### src/rtl/advanced_fifo_burst_reader_pkg.sv
// Shared constants and helpers for the FIFO burst reader: FSM state encoding
// and the burst-length clamp.
package advanced_fifo_burst_reader_pkg;

    localparam logic [1:0] ST_IDLE  = 2'd0;
    localparam logic [1:0] ST_BURST = 2'd1;
    localparam logic [1:0] ST_DRAIN = 2'd2;

    // A requested length of zero still moves one word; anything above the FIFO depth is capped.
    function automatic logic [31:0] clamp_burst_len(input logic [31:0] req_len,
                                                    input logic [31:0] max_len);
        logic [31:0] len;
        if (req_len == 32'd0) begin
            len = 32'd1;
        end else if (req_len > max_len) begin
            len = max_len;
        end else begin
            len = req_len;
        end
        return len;
    endfunction

endpackage

### src/rtl/advanced_fifo_burst_reader_timer.sv
// Saturating idle timer: counts every cycle it is not cleared and flags when it
// has reached TIMEOUT_CYCLES-1.
module burst_timeout_timer
    import advanced_fifo_burst_reader_pkg::*;
#(
    parameter int TIMEOUT_CYCLES = 16,
    parameter int TIMEOUT_LOG2   = $clog2(TIMEOUT_CYCLES)
) (
    input  logic clock,
    input  logic reset,
    input  logic clear,
    output logic terminal_count
);

    localparam logic [TIMEOUT_LOG2-1:0] COUNT_ZERO = {TIMEOUT_LOG2{1'b0}};
    localparam logic [TIMEOUT_LOG2-1:0] COUNT_ONE  = TIMEOUT_LOG2'(32'd1);
    localparam logic [TIMEOUT_LOG2-1:0] COUNT_TC   = TIMEOUT_LOG2'(TIMEOUT_CYCLES - 32'd1);

    logic [TIMEOUT_LOG2-1:0] count_q;
    logic [TIMEOUT_LOG2-1:0] count_d;

    // Next count: clear wins, otherwise increment and hold at the terminal value.
    always_comb begin
        count_d = count_q;
        if (clear) begin
            count_d = COUNT_ZERO;
        end else if (count_q != COUNT_TC) begin
            count_d = count_q + COUNT_ONE;
        end else begin
            count_d = count_q;
        end
    end

    // Count register with synchronous reset.
    always_ff @(posedge clock) begin
        if (reset) begin
            count_q <= COUNT_ZERO;
        end else begin
            count_q <= count_d;
        end
    end

    assign terminal_count = (count_q == COUNT_TC);

endmodule

### src/rtl/advanced_fifo_burst_reader.sv
// Drains a first-word-fall-through FIFO in bursts onto a valid/ready stream,
// marking the last beat of each burst and flushing partial bursts on timeout.
module advanced_fifo_burst_reader
    import advanced_fifo_burst_reader_pkg::*;
#(
    parameter int WIDTH          = 8,
    parameter int DEPTH          = 4,
    parameter int DEPTH_LOG2     = $clog2(DEPTH),
    parameter int TIMEOUT_CYCLES = 16,
    parameter int TIMEOUT_LOG2   = $clog2(TIMEOUT_CYCLES)
) (
    input  logic                  clock,
    input  logic                  reset,
    input  logic                  enable,
    input  logic [DEPTH_LOG2:0]   burst_length,
    output logic                  fifo_read_enable,
    input  logic [WIDTH-1:0]      fifo_read_data,
    input  logic                  fifo_empty,
    input  logic [DEPTH_LOG2:0]   fifo_level,
    output logic                  stream_valid,
    output logic [WIDTH-1:0]      stream_data,
    output logic                  stream_last,
    input  logic                  stream_ready,
    output logic                  busy,
    output logic                  timeout_burst
);

    localparam int LEN_W = DEPTH_LOG2 + 1;
    localparam logic [LEN_W-1:0] LEN_ZERO = {LEN_W{1'b0}};
    localparam logic [LEN_W-1:0] LEN_ONE  = LEN_W'(32'd1);

    logic [1:0]        state_q;
    logic [1:0]        state_d;
    logic [LEN_W-1:0]  remaining_q;
    logic [LEN_W-1:0]  remaining_d;
    logic              stream_valid_q;
    logic              stream_valid_d;
    logic [WIDTH-1:0]  stream_data_q;
    logic [WIDTH-1:0]  stream_data_d;
    logic              stream_last_q;
    logic              stream_last_d;
    logic              timeout_burst_q;
    logic              timeout_burst_d;

    logic [LEN_W-1:0]  eff_len_s;
    logic              out_free_s;
    logic              pop_s;
    logic              full_start_s;
    logic              timeout_start_s;
    logic              timer_clear_s;
    logic              timer_tc_s;

    assign eff_len_s  = LEN_W'(clamp_burst_len(32'(burst_length), 32'(DEPTH)));
    assign out_free_s = !stream_valid_q || stream_ready;

    // Popping is suppressed during reset so no FIFO word is lost to a dropped slice.
    assign pop_s = !reset && (state_q == ST_BURST) && !fifo_empty &&
                   (remaining_q != LEN_ZERO) && out_free_s;

    assign full_start_s    = (state_q == ST_IDLE) && enable && (fifo_level >= eff_len_s);
    assign timeout_start_s = (state_q == ST_IDLE) && enable && !fifo_empty &&
                             timer_tc_s && !full_start_s;
    assign timer_clear_s   = (state_q != ST_IDLE) || fifo_empty || !enable ||
                             full_start_s || timeout_start_s;

    burst_timeout_timer #(
        .TIMEOUT_CYCLES (TIMEOUT_CYCLES),
        .TIMEOUT_LOG2   (TIMEOUT_LOG2)
    ) u_timer (
        .clock          (clock),
        .reset          (reset),
        .clear          (timer_clear_s),
        .terminal_count (timer_tc_s)
    );

    // Burst sequencing: start decision in IDLE, beat countdown in BURST, hand-off wait in DRAIN.
    always_comb begin
        state_d         = state_q;
        remaining_d     = remaining_q;
        timeout_burst_d = 1'b0;
        case (state_q)
            ST_IDLE: begin
                if (full_start_s) begin
                    state_d     = ST_BURST;
                    remaining_d = eff_len_s;
                end else if (timeout_start_s) begin
                    state_d         = ST_BURST;
                    remaining_d     = fifo_level;
                    timeout_burst_d = 1'b1;
                end else begin
                    state_d = ST_IDLE;
                end
            end
            ST_BURST: begin
                if (pop_s) begin
                    remaining_d = remaining_q - LEN_ONE;
                    if (remaining_q == LEN_ONE) begin
                        state_d = ST_DRAIN;
                    end else begin
                        state_d = ST_BURST;
                    end
                end else begin
                    state_d = ST_BURST;
                end
            end
            ST_DRAIN: begin
                if (out_free_s) begin
                    state_d = ST_IDLE;
                end else begin
                    state_d = ST_DRAIN;
                end
            end
            default: begin
                state_d     = ST_IDLE;
                remaining_d = LEN_ZERO;
            end
        endcase
    end

    // One-entry output slice: load on pop, empty on accept, otherwise hold.
    always_comb begin
        stream_valid_d = stream_valid_q;
        stream_data_d  = stream_data_q;
        stream_last_d  = stream_last_q;
        if (pop_s) begin
            stream_valid_d = 1'b1;
            stream_data_d  = fifo_read_data;
            stream_last_d  = (remaining_q == LEN_ONE);
        end else if (stream_ready) begin
            stream_valid_d = 1'b0;
            stream_last_d  = 1'b0;
        end else begin
            stream_valid_d = stream_valid_q;
            stream_last_d  = stream_last_q;
        end
    end

    // State and output registers with synchronous reset.
    always_ff @(posedge clock) begin
        if (reset) begin
            state_q         <= ST_IDLE;
            remaining_q     <= LEN_ZERO;
            stream_valid_q  <= 1'b0;
            stream_data_q   <= {WIDTH{1'b0}};
            stream_last_q   <= 1'b0;
            timeout_burst_q <= 1'b0;
        end else begin
            state_q         <= state_d;
            remaining_q     <= remaining_d;
            stream_valid_q  <= stream_valid_d;
            stream_data_q   <= stream_data_d;
            stream_last_q   <= stream_last_d;
            timeout_burst_q <= timeout_burst_d;
        end
    end

    assign fifo_read_enable = pop_s;
    assign stream_valid     = stream_valid_q;
    assign stream_data      = stream_data_q;
    assign stream_last      = stream_last_q;
    assign busy             = (state_q != ST_IDLE);
    assign timeout_burst    = timeout_burst_q;

endmodule

### config.mk
export PLATFORM = sky130hd
export DESIGN_NAME = advanced_fifo_burst_reader
export DESIGN_NICKNAME = d
export VERILOG_FILES = /design/src/rtl/advanced_fifo_burst_reader_pkg.sv /design/src/rtl/advanced_fifo_burst_reader_timer.sv /design/src/rtl/advanced_fifo_burst_reader.sv
export SDC_FILE = /design/constraint.sdc
export NUM_CORES = 1
export LEC_CHECK = 0
export BUFFER_PORTS_ARGS = -buffer_cell sky130_fd_sc_hd__buf_2
export CAP_MARGIN = 20
export CELL_PAD_IN_SITES_DETAIL_PLACEMENT = 1
export CELL_PAD_IN_SITES_GLOBAL_PLACEMENT = 2
export CORE_UTILIZATION = 29
export CTS_BUF_LIST = sky130_fd_sc_hd__clkbuf_8
export CTS_CLUSTER_DIAMETER = 200
export DETAILED_ROUTE_END_ITERATION = 8
export PLACE_DENSITY = 0.78
export SLEW_MARGIN = 20
export SYNTH_ARGS = -nofsm -noshare
export SYNTH_HDL_FRONTEND = slang
export SYNTH_SLANG_ARGS = --single-unit
export TNS_END_PERCENT = 20
### constraint.sdc
create_clock -name clock -period 2.7 [get_ports clock]
set_input_delay 0.27 -clock clock [delete_from_list [all_inputs] [get_ports clock]]
set_output_delay 0.27 -clock clock [all_outputs]
set_load 0.02 [all_outputs]
==> flow_metrics.py, run 1 <==
metrics = {
    "placed_design": {
        "dpl.hpwl_mm": 1.97,
        "pre_cts_ws_ns": 0.450,
        "numPlacedInstances": 188,
        "dpl_cell_area_mm2": 0.00120,
        "port_buffers": 31,
        "place_congestion": 0.772,
    },
    "worst_setup_path": {
        "critPathLaunchType": "register",
        "cp.arrival_ns": 2.07,
        "end_kind": "output pin",
        "regToRegStartpoint": "remaining_q[0]",
        "crit_start": "remaining_q[0]",
        "crit_fanout": 11,
        "reg2reg_slack_ns": 0.45,
        "worstSetupPathType": "register to output pin",
        "required_ns": 2.43,
    },
    "finish": {
        "mostFrequentLayoutCell": "buf_2",
        "drive_gt1_frac": 0.252,
        "final_util": 0.394,
        "synthToLayoutAreaGrowth_pct": 24.0,
        "post-route-cell-area_mm2": 0.00124,
        "multi_input_comb_area_um2": 549,
        "final_cell_mix": "buf_2, dfxtp_1, nor2_1, a21oi_1, inv_1",
        "fin_cells": 191,
        "register_area_um2": 400,
        "nets": 175,
        "n_fill_cell": 398,
        "diodes": 0,
    },
    "logic_synthesis": {
        "netlist_area_mm2": 0.00100,
        "yosysWarnings": 0,
        "synth_area_leaders": "dfxtp_1, ha_1, mux2i_1",
        "syn-instance-count": 115,
        "synth_top_area_frac": 0.400,
        "synthDistinctLibCells": 31,
        "ys_seq_elements": 20,
        "synth.net_count": 141,
        "ys_seq_area_frac": 0.400,
        "yosys.area.top_type": "dfxtp_1",
        "syn_area_per_cell_um2": 8.71,
    },
    "grt": {
        "first_global_vias": 913,
        "grt.total_usage": 0.160,
        "grt.overflow.total": 0,
        "grt_pass1_wl_mm": 4.17,
        "grt_max_degree": 17,
        "antenna_found_initial": 0,
    },
    "power": {
        "vdd.ir_drop.worst_uv": 288,
        "leakage_nw": 0.544,
        "p_int_uw": 453,
        "pwr-share-clk": 0.315,
        "switching_share": 0.273,
        "p_seq_frac": 0.508,
        "p_comb_frac": 0.177,
        "power.total_uw": 622,
        "power_per_cell_area_mw_per_mm2": 501,
        "switchingPower_uw": 170,
    },
    "routing": {
        "vias_per_cell": 4.78,
        "drcViolationCount": 0,
        "drt.antenna.violating_nets": 0,
        "totalWireLength_mm": 2.52,
        "firstDrtPassIters": 3,
        "drt_iter0_markers": 30,
        "route.vias.total": 913,
        "wire_per_inst_um": 13.2,
    },
    "timing": {
        "grt_setup_unrepaired": "no",
        "worst_slew_pin_slew_ns": 0.488,
        "fin_worst_skew_ns": 0.00194,
        "slew_viol_final": 0,
        "post-route-period-util": 0.866,
        "period_needed_ns": 2.34,
        "slew_headroom": 0.671,
        "timing.final.ws_setup_ns": 0.361,
        "setup_viol": 0,
        "holdWs_ns": 0.246,
        "setup_tns_ns": 0,
        "finalHoldViolations": 0,
        "max_freq_mhz": 427,
    },
    "clock_network": {
        "clkLatencyLatePin_ns": 0.26,
        "cts_buffer_depth": 2,
        "ctsResizeCount": 0,
        "cts_tree": "yes",
        "hold_buffers": 0,
        "clkSlewWorstSetupHoldPaths_ns": 0.07,
        "cts_buffers": 3,
        "cts.sinks": 20,
        "root_buffer": "clkbuf_8",
        "postCtsSetupRepairBufs": 0,
        "htreeDepth": 1,
    },
    "flow_run": {
        "maxCapViolations": 0,
    },
    "die": {
        "core_mm2": 0.00315,
        "die-area_mm2": 0.00369,
        "num_rows": 20,
        "io_pins": 32,
        "initial_core_util": 0.318,
        "die_w_um": 60.8,
        "dieHeight_um": 60.8,
    },
    "hold_path": {
        "hp-start": "fifo_read_data[7]",
        "hold_path_class": "input port to register",
    },
    "run_status": {
        "status": "complete, no violations",
    },
}
## layer usage
layer | vias to the layer above | share of wire | GRT usage
met5 | - | 0 | 0
li1 | 464 | - | -
met1 | 431 | 0.46 | 0.184
met3 | 4 | 0.028 | 0.0469
met4 | 0 | 0.014 | 0.0779
met2 | 14 | 0.50 | 0.272
## sequential cells by signal, summed over array words and instances, names as in the netlist
| signal | count |
|---|---|
| stream_data | 8 |
| remaining_q | 3 |
| stream_last | 1 |
| u_timer.count_q | 4 |
| stream_valid | 1 |
| timeout_burst | 1 |
| state_q | 2 |
## cell usage after synthesis, drive strengths merged
library cell / count
nand3b: 2
nor3b: 1
dfxtp: 20
o21ai: 6
nand2b: 2
or2: 1
o31a: 3
a21oi: 13
buf: 1
nand4b: 1
xnor2: 2
nor2: 14
nor3: 1
o32ai: 1
a31oi: 3
nand3: 4
o211ai: 1
or3: 2
ha: 7
inv: 11
nand2: 2
nor2b: 3
clkbuf: 1
and3: 1
o21a: 1
and2: 1
or4: 2
mux2i: 8
## power groups by stage
stage / clock network, mW / registers (mW) / logic [mW]
2_1_floorplan: 0 / 0.323 / 0.0709
3_3_place_gp: 0 / 0.322 / 0.108
3_5_place_dp: 0 / 0.323 / 0.111
4_1_cts: 0.206 / 0.316 / 0.111
5_1_grt: 0.215 / 0.317 / 0.127
6_report: 0.196 / 0.316 / 0.110
## final timing paths
kind	to	depth (start not counted)
worst max register to register	remaining_q[2]	8
worst min-delay path	stream_data[7]	3
worst max-delay path	fifo_read_enable	6
worst min register to register	u_timer.count_q[0]	1
## layout make-up
| class | instances | area share |
|---|---|---|
| multi-input combinational | 82 | 0.442 |
| sequential | 20 | 0.322 |
| timing repair buffer | 31 | 0.125 |
| tap | 44 | 0.0443 |
| clock buffer | 3 | 0.0332 |
| inverter | 11 | 0.0332 |
## cell families after synthesis
| logic type | after synthesis | synth area share |
|---|---|---|
| mux | 8 | 0.0799 |
| compound gates | 28 | 0.164 |
| buf+inv | 13 | 0.0524 |
| fa+ha+maj | 7 | 0.0874 |
| flops | 20 | 0.399 |
| xor+xnor | 2 | 0.0175 |
| simple gates | 37 | 0.200 |
## critical path, stage by stage, from the launching register on
cell and delay, ns:
dfxtp_1 0.38, inv_1 0.08, ha_1 0.19, nor2b_1 0.14, or4_4 0.56, inv_2 0.24, buf_2 0.22
Power figures use the tool's default switching activity.
==> inputs of run 2 (changes only) <==
--- a/config.mk
+++ b/config.mk
@@ -5,15 +5,16 @@
 export SDC_FILE = /design/constraint.sdc
 export NUM_CORES = 1
 export LEC_CHECK = 0
+export ABC_AREA = 1
 export BUFFER_PORTS_ARGS = -buffer_cell sky130_fd_sc_hd__buf_2
 export CAP_MARGIN = 20
 export CELL_PAD_IN_SITES_DETAIL_PLACEMENT = 1
 export CELL_PAD_IN_SITES_GLOBAL_PLACEMENT = 2
-export CORE_UTILIZATION = 29
+export CORE_UTILIZATION = 28
 export CTS_BUF_LIST = sky130_fd_sc_hd__clkbuf_8
 export CTS_CLUSTER_DIAMETER = 200
 export DETAILED_ROUTE_END_ITERATION = 8
-export PLACE_DENSITY = 0.78
+export PLACE_DENSITY = 0.79
 export SLEW_MARGIN = 20
 export SYNTH_ARGS = -nofsm -noshare
 export SYNTH_HDL_FRONTEND = slang
==> flow_metrics.py, run 2 <==
metrics = {
    "run_status": {
        "status": "complete, no violations",
    },
    "placed_design": {
        "place_congestion": 0.738,
        "dpl.hpwl_mm": 2.18,
        "port_buffers": 31,
    },
    "clock_network": {
        "cts_tree": "yes",
        "hold_buffers": 0,
        "postCtsSetupRepairBufs": 0,
        "clkSlewWorstSetupHoldPaths_ns": 0.07,
        "cts_buffers": 3,
        "clkLatencyLatePin_ns": 0.25,
        "htreeDepth": 1,
        "root_buffer": "clkbuf_8",
        "cts.sinks": 20,
        "cts_buffer_depth": 2,
        "ctsResizeCount": 0,
    },
    "logic_synthesis": {
        "yosys.area.top_type": "dfxtp_1",
        "synth_area_leaders": "dfxtp_1, nor2_1, ha_1",
        "ys_seq_elements": 20,
        "synth_most_common_cell": "nor2_1",
        "synth_edf_count": 0,
        "synth.net_count": 171,
        "synthArstFlopShare": 0,
        "syn-instance-count": 145,
        "syn_area_per_cell_um2": 7.30,
        "ys_seq_area_frac": 0.378,
        "synthDistinctLibCells": 23,
        "yosysWarnings": 0,
        "ys.flop_type": "dfxtp_1",
        "netlist_area_mm2": 0.00106,
        "yosys-top-cells-count": "nor2_1, nand2_1, dfxtp_1, nand3_1",
        "synth_top_area_frac": 0.378,
    },
    "hold_path": {
        "hold_path_class": "input port to register",
    },
    "finish": {
        "diodes": 0,
        "mostFrequentLayoutCell": "buf_2",
        "drive_gt1_frac": 0.292,
        "synthToLayoutAreaGrowth_pct": 25.9,
        "nets": 205,
        "largest_reg_flops": 8,
        "final_cell_mix": "buf_2, nor2_1, nand2_1, dfxtp_1, nand3_1",
        "n_fill_cell": 477,
    },
    "timing": {
        "holdWs_ns": 0.250,
        "grt_setup_unrepaired": "no",
        "setup_viol": 0,
        "slew_headroom": 0.765,
        "finalHoldViolations": 0,
        "max_freq_mhz": 489,
        "setup_tns_ns": 0,
        "post-route-period-util": 0.757,
        "slew_viol_final": 0,
        "worst_slew_pin_slew_ns": 0.352,
        "period_needed_ns": 2.05,
        "fin_worst_skew_ns": 0.00653,
    },
    "routing": {
        "totalWireLength_mm": 2.66,
        "drt_iter0_markers": 37,
        "vias_per_cell": 4.71,
        "drcViolationCount": 0,
        "drt.antenna.violating_nets": 0,
        "route.vias.total": 1055,
        "firstDrtPassIters": 4,
        "wire_per_inst_um": 11.9,
    },
    "grt": {
        "grt.total_usage": 0.145,
        "grt_pass1_wl_mm": 4.64,
        "grt.overflow.total": 0,
        "first_global_vias": 1069,
        "grt_max_degree": 13,
        "antenna_found_initial": 0,
    },
    "die": {
        "io_pins": 32,
        "initial_core_util": 0.305,
        "die-area_mm2": 0.00403,
        "num_rows": 21,
        "dieHeight_um": 63.5,
        "core_mm2": 0.00347,
        "die_w_um": 63.5,
    },
    "worst_setup_path": {
        "critPathLaunchType": "register",
        "cp.arrival_ns": 1.78,
        "path_cells": "inv_1, ha_1, nand2_1, nand4_2, inv_2, buf_2",
        "cp_top_family": "buffers and inverters",
        "required_ns": 2.43,
        "worstSetupPathType": "register to output pin",
        "crit_buf_inv": 3,
        "cp_slowest_stage_delay_ns": 0.35,
        "end_kind": "output pin",
        "crit_slowest_cell": "dfxtp_1",
        "crit_fanout": 12,
    },
    "power": {
        "power.total_uw": 744,
        "leakage_nw": 0.655,
        "vdd.ir_drop.worst_uv": 189,
        "power_per_cell_area_mw_per_mm2": 559,
    },
    "flow_run": {
        "maxCapViolations": 0,
    },
}
## run 2: cell types whose count changed in the layout (fill, tap and decap cells not counted), sizes merged, moves of 7 or more
cell | previous run | this run
nand2 | 2 | 25
inv | 11 | 18
nor2 | 14 | 28
mux2i | 8 | 0
nand3 | 4 | 15
## run 2: cells by family (layout without fill, tap and decap cells)
family          after synthesis  in the layout  synth area share
simple gates                 74             74             0.351
compound gates               21             21            0.0993
xor+xnor                      1              1           0.00828
fa+ha+maj                     7              7            0.0827
buf+inv                      22             55            0.0804
flops                        20             20             0.378
## run 2: final cells by class
class,count,area (um^2),share of cell area
clock inverters,1,30.0,0.0225
flip-flops and latches,20,400,0.300
inverters,20,75.1,0.0563
repair buffers,31,155,0.116
clock buffers,3,41.3,0.0310
well taps,46,57.6,0.0432
multi-input cells,103,573,0.430
## run 2: worst paths after layout
kind                     startpoint                to  slack, ns  cells past startpoint
hold / removal    fifo_read_data[2]    stream_data[2]       0.25                      3
hold reg to reg      stream_data[6]    stream_data[6]       0.49                      2
setup / recovery     remaining_q[0]  fifo_read_enable       0.65                      6
setup reg to reg     remaining_q[0]        state_q[0]       0.95                      8
## run 2: routing by layer
metal / GRT usage / part of all wire
met1: 0.172 / 0.45
met2: 0.258 / 0.50
met3: 0.0145 / 0.036
met4: 0.0682 / 0.010
met5: 0 / 0
## run 2: per-stage QoR
stage          setup WS, ns   util  area (um^2)  cells
2_1_floorplan          1.26      -         1060    145
3_3_place_gp          0.934  0.364         1260    220
3_5_place_dp          0.867  0.364         1260    220
4_1_cts               0.604  0.384         1330    224
5_1_grt               0.493  0.384         1330    224
6_report              0.655  0.384         1330    224
## run 2: where the power goes
part           internal [mW]  switching, mW  leakage (nW)
Combinational         0.0515         0.0890         0.457
Sequential             0.306        0.00742         0.162
Clock                  0.198         0.0924        0.0357
## run 2: worst reg2reg max path: cells and delay by family (launching register included)
kind            cells  cell delay, ns
fa+ha+maj           1            0.21
simple gates        4            0.65
buf+inv             2            0.38
flops               1            0.35
compound gates      1            0.06
